--- config.mk ---
export PLATFORM = sky130hd
export DESIGN_NAME = pipe_stage_buf
export DESIGN_NICKNAME = d
export VERILOG_FILES = /design/src/rtl/pipe_stage_buf.sv
export SDC_FILE = /design/constraint.sdc
export NUM_CORES = 1
export LEC_CHECK = 0
export CAP_MARGIN = 20
export CORE_AREA = 2 2 177 179
export CTS_CLUSTER_SIZE = 12
export DETAILED_ROUTE_END_ITERATION = 16
export DIE_AREA = 0 0 179 181
export GPL_ROUTABILITY_DRIVEN = 0
export PLACE_DENSITY_LB_ADDON = 0.12
export SYNTH_ARGS = -nofsm -noshare
export SYNTH_HDL_FRONTEND = slang
export SYNTH_SLANG_ARGS = --single-unit
--- constraint.sdc ---
create_clock -name clk -period 1.7 [get_ports clk]
set_clock_uncertainty 0.2 [all_clocks]
set_input_delay 0.17 -clock clk [delete_from_list [all_inputs] [get_ports clk]]
set_output_delay 0.17 -clock clk [all_outputs]
set_load 0.02 [all_outputs]
--- src/rtl/pipe_stage_buf.sv ---
// pipe_stage_buf: valid/ready pipeline stage register carrying an opaque
// payload word and a control word. When SKID=1, a second entry register lets
// in_ready come straight from a flop.
module pipe_stage_buf #(
   parameter int unsigned DATA_W = 128,
   parameter int unsigned CTRL_W = 16,
   parameter int unsigned SKID   = 1
) (
   input  logic              clk,
   input  logic              rst_n,
   input  logic              flush,
   input  logic              in_valid,
   output logic              in_ready,
   input  logic [DATA_W-1:0] in_data,
   input  logic [CTRL_W-1:0] in_ctrl,
   output logic              out_valid,
   input  logic              out_ready,
   output logic [DATA_W-1:0] out_data,
   output logic [CTRL_W-1:0] out_ctrl,
   output logic [1:0]        count
);

   // Head entry: always the oldest held entry, driven straight to the outputs.
   logic              head_valid;
   logic [DATA_W-1:0] head_data;
   logic [CTRL_W-1:0] head_ctrl;
   logic              head_valid_nx;
   logic [DATA_W-1:0] head_data_nx;
   logic [CTRL_W-1:0] head_ctrl_nx;

   logic accept;
   logic pop;

   assign accept    = in_valid & in_ready;
   assign pop       = head_valid & out_ready;

   assign out_valid = head_valid;
   assign out_data  = head_data;
   assign out_ctrl  = head_ctrl;

   // Head register; head_ctrl is kept zero whenever head_valid is low.
   always_ff @(posedge clk or negedge rst_n) begin
      if (!rst_n) begin
         head_valid <= 1'b0;
         head_data  <= '0;
         head_ctrl  <= '0;
      end else begin
         head_valid <= head_valid_nx;
         head_data  <= head_data_nx;
         head_ctrl  <= head_ctrl_nx;
      end
   end

   if (SKID == 0) begin : g_single

      // No spare entry, so a slot frees up in the same cycle the head pops.
      assign in_ready = ~head_valid | out_ready;
      assign count    = {1'b0, head_valid};

      // Next head: flush wins, then load, then drain to a bubble.
      always_comb begin
         head_valid_nx = head_valid;
         head_data_nx  = head_data;
         head_ctrl_nx  = head_ctrl;
         if (flush) begin
            head_valid_nx = 1'b0;
            head_data_nx  = '0;
            head_ctrl_nx  = '0;
         end else if (accept) begin
            head_valid_nx = 1'b1;
            head_data_nx  = in_data;
            head_ctrl_nx  = in_ctrl;
         end else if (pop) begin
            head_valid_nx = 1'b0;
            head_ctrl_nx  = '0;
         end
      end

   end else begin : g_skid

      logic              skid_valid;
      logic [DATA_W-1:0] skid_data;
      logic [CTRL_W-1:0] skid_ctrl;
      logic              skid_valid_nx;
      logic [DATA_W-1:0] skid_data_nx;
      logic [CTRL_W-1:0] skid_ctrl_nx;
      logic              ready_q;
      logic              ready_nx;

      assign in_ready = ready_q;
      assign count    = 2'(head_valid) + 2'(skid_valid);

      // Next head/skid state. The skid only fills while the head is stalled,
      // so the skid is never occupied while the head is empty.
      always_comb begin
         head_valid_nx = head_valid;
         head_data_nx  = head_data;
         head_ctrl_nx  = head_ctrl;
         skid_valid_nx = skid_valid;
         skid_data_nx  = skid_data;
         skid_ctrl_nx  = skid_ctrl;
         ready_nx      = ready_q;
         if (flush) begin
            head_valid_nx = 1'b0;
            head_data_nx  = '0;
            head_ctrl_nx  = '0;
            skid_valid_nx = 1'b0;
            skid_data_nx  = '0;
            skid_ctrl_nx  = '0;
            ready_nx      = 1'b1;
         end else if (skid_valid) begin
            // in_ready is low here, so the only possible event is a pop.
            if (pop) begin
               head_valid_nx = 1'b1;
               head_data_nx  = skid_data;
               head_ctrl_nx  = skid_ctrl;
               skid_valid_nx = 1'b0;
               skid_data_nx  = '0;
               skid_ctrl_nx  = '0;
               ready_nx      = 1'b1;
            end
         end else if (accept) begin
            if (!head_valid || pop) begin
               head_valid_nx = 1'b1;
               head_data_nx  = in_data;
               head_ctrl_nx  = in_ctrl;
            end else begin
               skid_valid_nx = 1'b1;
               skid_data_nx  = in_data;
               skid_ctrl_nx  = in_ctrl;
               ready_nx      = 1'b0;
            end
         end else if (pop) begin
            head_valid_nx = 1'b0;
            head_ctrl_nx  = '0;
         end
      end

      // Skid entry and registered ready; ready is forced high while in reset.
      always_ff @(posedge clk or negedge rst_n) begin
         if (!rst_n) begin
            skid_valid <= 1'b0;
            skid_data  <= '0;
            skid_ctrl  <= '0;
            ready_q    <= 1'b1;
         end else begin
            skid_valid <= skid_valid_nx;
            skid_data  <= skid_data_nx;
            skid_ctrl  <= skid_ctrl_nx;
            ready_q    <= ready_nx;
         end
      end

   end

endmodule

==> impl_metrics.toml, run 1 <==
[status]
status = "finished with violations"
violations = "negative setup slack"

[clock_network]
clockRootBuffer = "clkbuf_16"
cts_buffers = 34
clock-sinks = 291
htree_num_levels = 2
cts_tree = "yes"
clkTransAtPathRegs_ps = 60
cts_max_path_buffers = 3
clkLatencyLatePin_ps = 500

[synthesis]
synth-main-ff-cell = "dfrtp_1"
syn_nets = 1322
synth_top_area_share_pct = 52.6
yosysTopAreaCell = "dfrtp_1"
synth_edf_count = 0
synth_area_um2 = 13800
synth_area_leaders = "dfrtp_1 53%, a32o_1 10%, mux2i_1 9.3%"
avgSynthCellArea_um2 = 11.8
async_flop_share_pct = 100
synth_warnings = 0
yosysUniqueCellTypes = 28
netlist_instances = 1172
ys_seq_elements = 291
yosysSeqAreaShare_pct = 52.8

[power]
powerDensity_nw_per_um2 = 971
p_total_mw = 19.3
leakage_nw = 8.21
vdd_ir_drop_max_v = 0.000615

[sta]
fmax_mhz = 489
rsz0062_at_grt = "true"
finalHoldViolCount = 0
fin_ws_ps = -343
period_needed_ps = 2040
slew-limit-headroom_pct = 50.4
finalSetupTns_ps = -89200
post-route-period-util_pct = 120
tightest_slew_ps = 743
setup_viol = 433
slew_violations = 0

[critical_path]
required_ps = 1920
r2r_start = "g_skid.skid_valid"
critPathMaxStageDelay_ps = 500
critical_path.cell_chain = "buf_6 -> nor2b_4 -> buf_12 -> buf_12 -> or4_4 -> a21oi_2"
crit_path_frequent_cell = "buf_12"
cp.arrival_ps = 2260
reg2reg_depth = 6
crit_path_top_delay_cell = "or4_4"
endpoint_kind = "register"
worstPathMaxFanout = 25
worstSetupPathType = "reg2reg"
regToRegSetupSlack_ps = -340
r2r-end = "out_data[12]"
worst_setup_path_start_kind = "register"

[placed_design]
io_buffers = 296
place_inst = 1794
place_hpwl_mm = 24.9
placed_area_um2 = 17800

[detailed_routing]
vias = 11797
first_pass_iters = 5
ant_nets = 0
route.detailed.drc = 0
vias_per_cell = 6.26
first_iter_violations = 1050
drt_wl_total_mm = 42.9
wl_per_cell_um = 22.7

[grt]
grt_pass1_wl_mm = 66.6
gr-usage-all-layers_pct = 25.9
grt_pass1_vias = 11785
overflow = 0
grt_max_degree = 107
grt_antenna_before_repair = 8

[layout]
drive_gt1_share_pct = 20.5
fin_area_um2 = 19800
finalCoreUtilization_pct = 65.3
final_cell_mix = "288 x dfrtp_1, 288 x clkdlybuf4s50_1, 144 x a32o_1, 128 x mux2i_1, 124 x o31ai_1"
final_net_count = 1610
fin_cells = 1886
synthToLayoutAreaGrowth_pct = 43.6

[hold_path]
min_to = "g_skid.skid_data[66]"
whs_path_depth = 2
hold_class = "in2reg"
min_from = "in_data[66]"

[floorplanning]
die_h_um = 181
die-area_um2 = 32400
std_cell_rows = 64
die_w_um = 179
io_pins = 297
core_um2 = 30300
start_util_pct = 45.5

[run]
drv_cap = 0
## kinds of logic after synthesis
family | count (synthesis) | share of synthesized area (%)
AO/OA/AOI/OAI | 442 | 24.5
flip-flops | 291 | 52.8
buffers and inverters | 171 | 5.68
adder cells (fa/ha/maj) | 1 | 0.0906
multiplexers | 128 | 9.28
AND/OR/NAND/NOR | 139 | 7.65
## registers in the layout, indices dropped and copies added, names as in the netlist
signal             flops
in_ready               1
out_data             128
out_ctrl              16
g_skid.skid_data     128
g_skid.skid_ctrl      16
out_valid              1
g_skid.skid_valid      1
## cell usage after synthesis, types with 2 or more instances
cell	instances
dfrtp_1	290
buf_1	17
buf_4	5
inv_1	2
or4_1	128
o21ai_0	2
buf_2	45
o31ai_1	128
a32o_1	144
nand3b_1	2
a22o_1	32
mux2i_1	128
a21oi_1	133
and2_1	2
buf_6	9
clkbuf_1	93
## metrics by stage
step / hold slack, ps / setup slack (ps)
after floorplan: -326 / -223
after global placement: -92.3 / -435
after detailed placement: -94.5 / -480
after CTS: 75.0 / -312
after global routing: 81.6 / -395
final: 83.1 / -343
## critical path: cells and delay by family (launching register included)
kind	cells	cell delay, ps
compound gates	1	150
buf+inv	3	450
simple gates	2	680
flops	1	480
## area by class of cell
class / count / area, um2
fillers: 2330 / 10500
flip-flops and latches: 291 / 7290
multi-input cells: 711 / 6230
repair buffers: 420 / 4710
clock buffers: 51 / 1010
well taps: 396 / 495
clock inverters: 10 / 77.6
diodes: 5 / 12.5
inverters: 2 / 10.0
## power breakdown
group / leakage, nW / total, mW / switching, mW / internal [mW]
logic: 3.69 / 4.48 / 2.27 / 2.22
clock network: 0.536 / 7.15 / 2.89 / 4.26
registers: 3.98 / 7.62 / 0.268 / 7.35
total: 8.21 / 19.3 / 5.42 / 13.8
## timing repair
action | in CTS | in global routing
endpoints found under the hold margin | 292 | 0
setup buffers | 14 | 0
gates resized for setup | 61 | 102
pin swaps | 110 | 27
hold buffers | 3 | 0
setup endpoints to repair | 436 | 434
gates cloned | 9 | 2
## worst max-delay path by stage
stage / start / end / slack, ps / cells after the start
6_report: g_skid.skid_valid / out_data[12] / -340 / 6
5_1_grt: g_skid.skid_valid / out_data[37] / -390 / 6
4_1_cts: g_skid.skid_valid / out_data[108] / -310 / 6
3_5_place_dp: in_valid / out_ctrl[3] / -480 / 5
3_3_place_gp: in_valid / out_data[58] / -440 / 6
2_1_floorplan: in_ready / out_data[10] / -220 / 5
## metal layers
metal / vias up / track usage (%) / share of wire [%]
li1: 5304 / - / -
met1: 5939 / 34.7 / 41
met2: 469 / 40.9 / 48
met3: 81 / 6.27 / 8.4
met4: 4 / 8.85 / 2.8
met5: - / 0 / 0.068
Note: power is estimated with default switching activity, not from simulation.
==> inputs of run 2 (changes only) <==
--- a/config.mk
+++ b/config.mk
@@ -6,12 +6,13 @@
 export NUM_CORES = 1
 export LEC_CHECK = 0
 export CAP_MARGIN = 20
-export CORE_AREA = 2 2 177 179
+export CORE_AREA = 2 2 204 156
 export CTS_CLUSTER_SIZE = 12
 export DETAILED_ROUTE_END_ITERATION = 16
-export DIE_AREA = 0 0 179 181
+export DIE_AREA = 0 0 206 158
 export GPL_ROUTABILITY_DRIVEN = 0
 export PLACE_DENSITY_LB_ADDON = 0.12
 export SYNTH_ARGS = -nofsm -noshare
 export SYNTH_HDL_FRONTEND = slang
 export SYNTH_SLANG_ARGS = --single-unit
+export TNS_END_PERCENT = 5
==> impl_metrics.toml, run 2 (same netlist as run 1, synthesis figures left out) <==
[sta]
post-route-period-util_pct = 121
rsz0062_at_grt = "true"
finalHoldViolCount = 0
slew_violations = 0
tightest_slew_ps = 829
setup_viol = 292
fin_ws_ps = -353
period_needed_ps = 2050
fmax_mhz = 487
slew-limit-headroom_pct = 44.8

[floorplanning]
die_h_um = 158
io_pins = 297
core_um2 = 30700
std_cell_rows = 56
die_w_um = 206
die-area_um2 = 32500
start_util_pct = 45.0

[detailed_routing]
vias = 11669
ant_nets = 0
first_pass_iters = 5
vias_per_cell = 6.19
wl_per_cell_um = 23.0
route.detailed.drc = 0
first_iter_violations = 724
drt_wl_total_mm = 43.3

[grt]
grt_antenna_before_repair = 2
overflow = 0
grt_max_degree = 83
grt_pass1_wl_mm = 65.4
grt_pass1_vias = 11335
gr-usage-all-layers_pct = 25.3

[status]
violations = "negative setup slack"
status = "finished with violations"

[clock_network]
clockRootBuffer = "clkbuf_16"
cts_max_path_buffers = 3
clkTransAtPathRegs_ps = 60
cts_buffers = 30
clock-sinks = 291
clkLatencyLatePin_ps = 540
cts_tree = "yes"
htree_num_levels = 1

[power]
switching_share_pct = 28.8
leakage_nw = 8.59
power_frac_comb_pct = 23.7
pwr-share-clk_pct = 34.2
power_frac_seq_pct = 42.1
p_int_mw = 12.9
powerDensity_nw_per_um2 = 933
netSwitchingPower_mw = 5.21
vdd_ir_drop_max_v = 0.000867

[hold_path]
hold_class = "in2async"

[critical_path]
worstSetupPathType = "reg2reg"
worstPathMaxFanout = 16
cp.arrival_ps = 2320
worst_setup_path_start_kind = "register"
r2r-end = "out_data[127]"
endpoint_kind = "register"
regToRegSetupSlack_ps = -350
required_ps = 1960
reg2reg_depth = 5
r2r_start = "g_skid.skid_valid"

[layout]
synthToLayoutAreaGrowth_pct = 40.3
final_net_count = 1609
final_common_cell = "dfrtp_1"
drive_gt1_share_pct = 17.9
fin_cells = 1884
final_cell_mix = "288 x dfrtp_1, 146 x clkdlybuf4s50_1, 144 x a32o_1, 128 x mux2i_1, 127 x o31ai_1"
finalCoreUtilization_pct = 63.1

[run]
drv_cap = 0

[placed_design]
place_hpwl_mm = 25.7
pre_cts_slack_ps = -473
place_inst = 1804
io_buffers = 296
-- run 2: worst max path at each step --
stage                                to               from  slack, ps
after floorplan            out_data[10]           in_ready       -220
after global placement     out_data[34]           in_valid       -440
after detailed placement  out_data[112]           in_valid       -470
after CTS                  out_data[30]  g_skid.skid_valid       -310
after global routing      out_data[127]  g_skid.skid_valid       -410
final                     out_data[127]  g_skid.skid_valid       -350
-- run 2: repair_timing --
action,4_1_cts,5_1_grt
gates resized for setup,211,88
cloned,6,6
pin swaps,185,59
setup buffers,10,4
hold buffers,3,0
hold endpoints to repair,329,0
setup endpoints to repair,436,310
-- run 2: worst max-delay path: stages (launching register included) --
cell,delay [ps]
dfrtp_4,490
buf_12,150
nor2b_2,240
buf_4,230
or4_1,500
a21oi_2,160
-- run 2: through the flow --
step	area, um2	TNS [ps]	hold slack (ps)	total power [mW]
4_1_cts	18900	-72880	32.5	17.9
3_3_place_gp	17800	-105610	-137	11.7
5_1_grt	19400	-92900	38.3	18.9
3_5_place_dp	17800	-112640	-136	11.7
6_report	19400	-75590	50.7	18.1
2_1_floorplan	13900	-50490	-326	9.72
-- run 2: power by group through the flow --
stage	Clock [mW]	Combinational [mW]	Sequential (mW)
after floorplan	0	1.63	8.09
after global placement	0	3.94	7.74
after detailed placement	0	3.98	7.74
after CTS	6.32	4.02	7.61
after global routing	6.64	4.58	7.66
final	6.18	4.28	7.61
-- run 2: cell type report --
cell class	count	area [um2]
clock inverter	5	25.0
clock buffer	44	875
antenna	2	5.00
inverter	2	10.0
tap	406	508
fill	2492	11300
multi-input combinational	711	6060
timing repair buffer	423	4600
sequential	291	7290
-- run 2: per-layer routing --
metal  part of all wire (%)  vias to the layer above  track usage, %
li1                       -                     5310               -
met1                     44                     5912            36.3
met3                    7.3                       47            4.96
met2                     47                      400            39.9
met4                    1.8                        0            5.00
met5                      0                        -               0
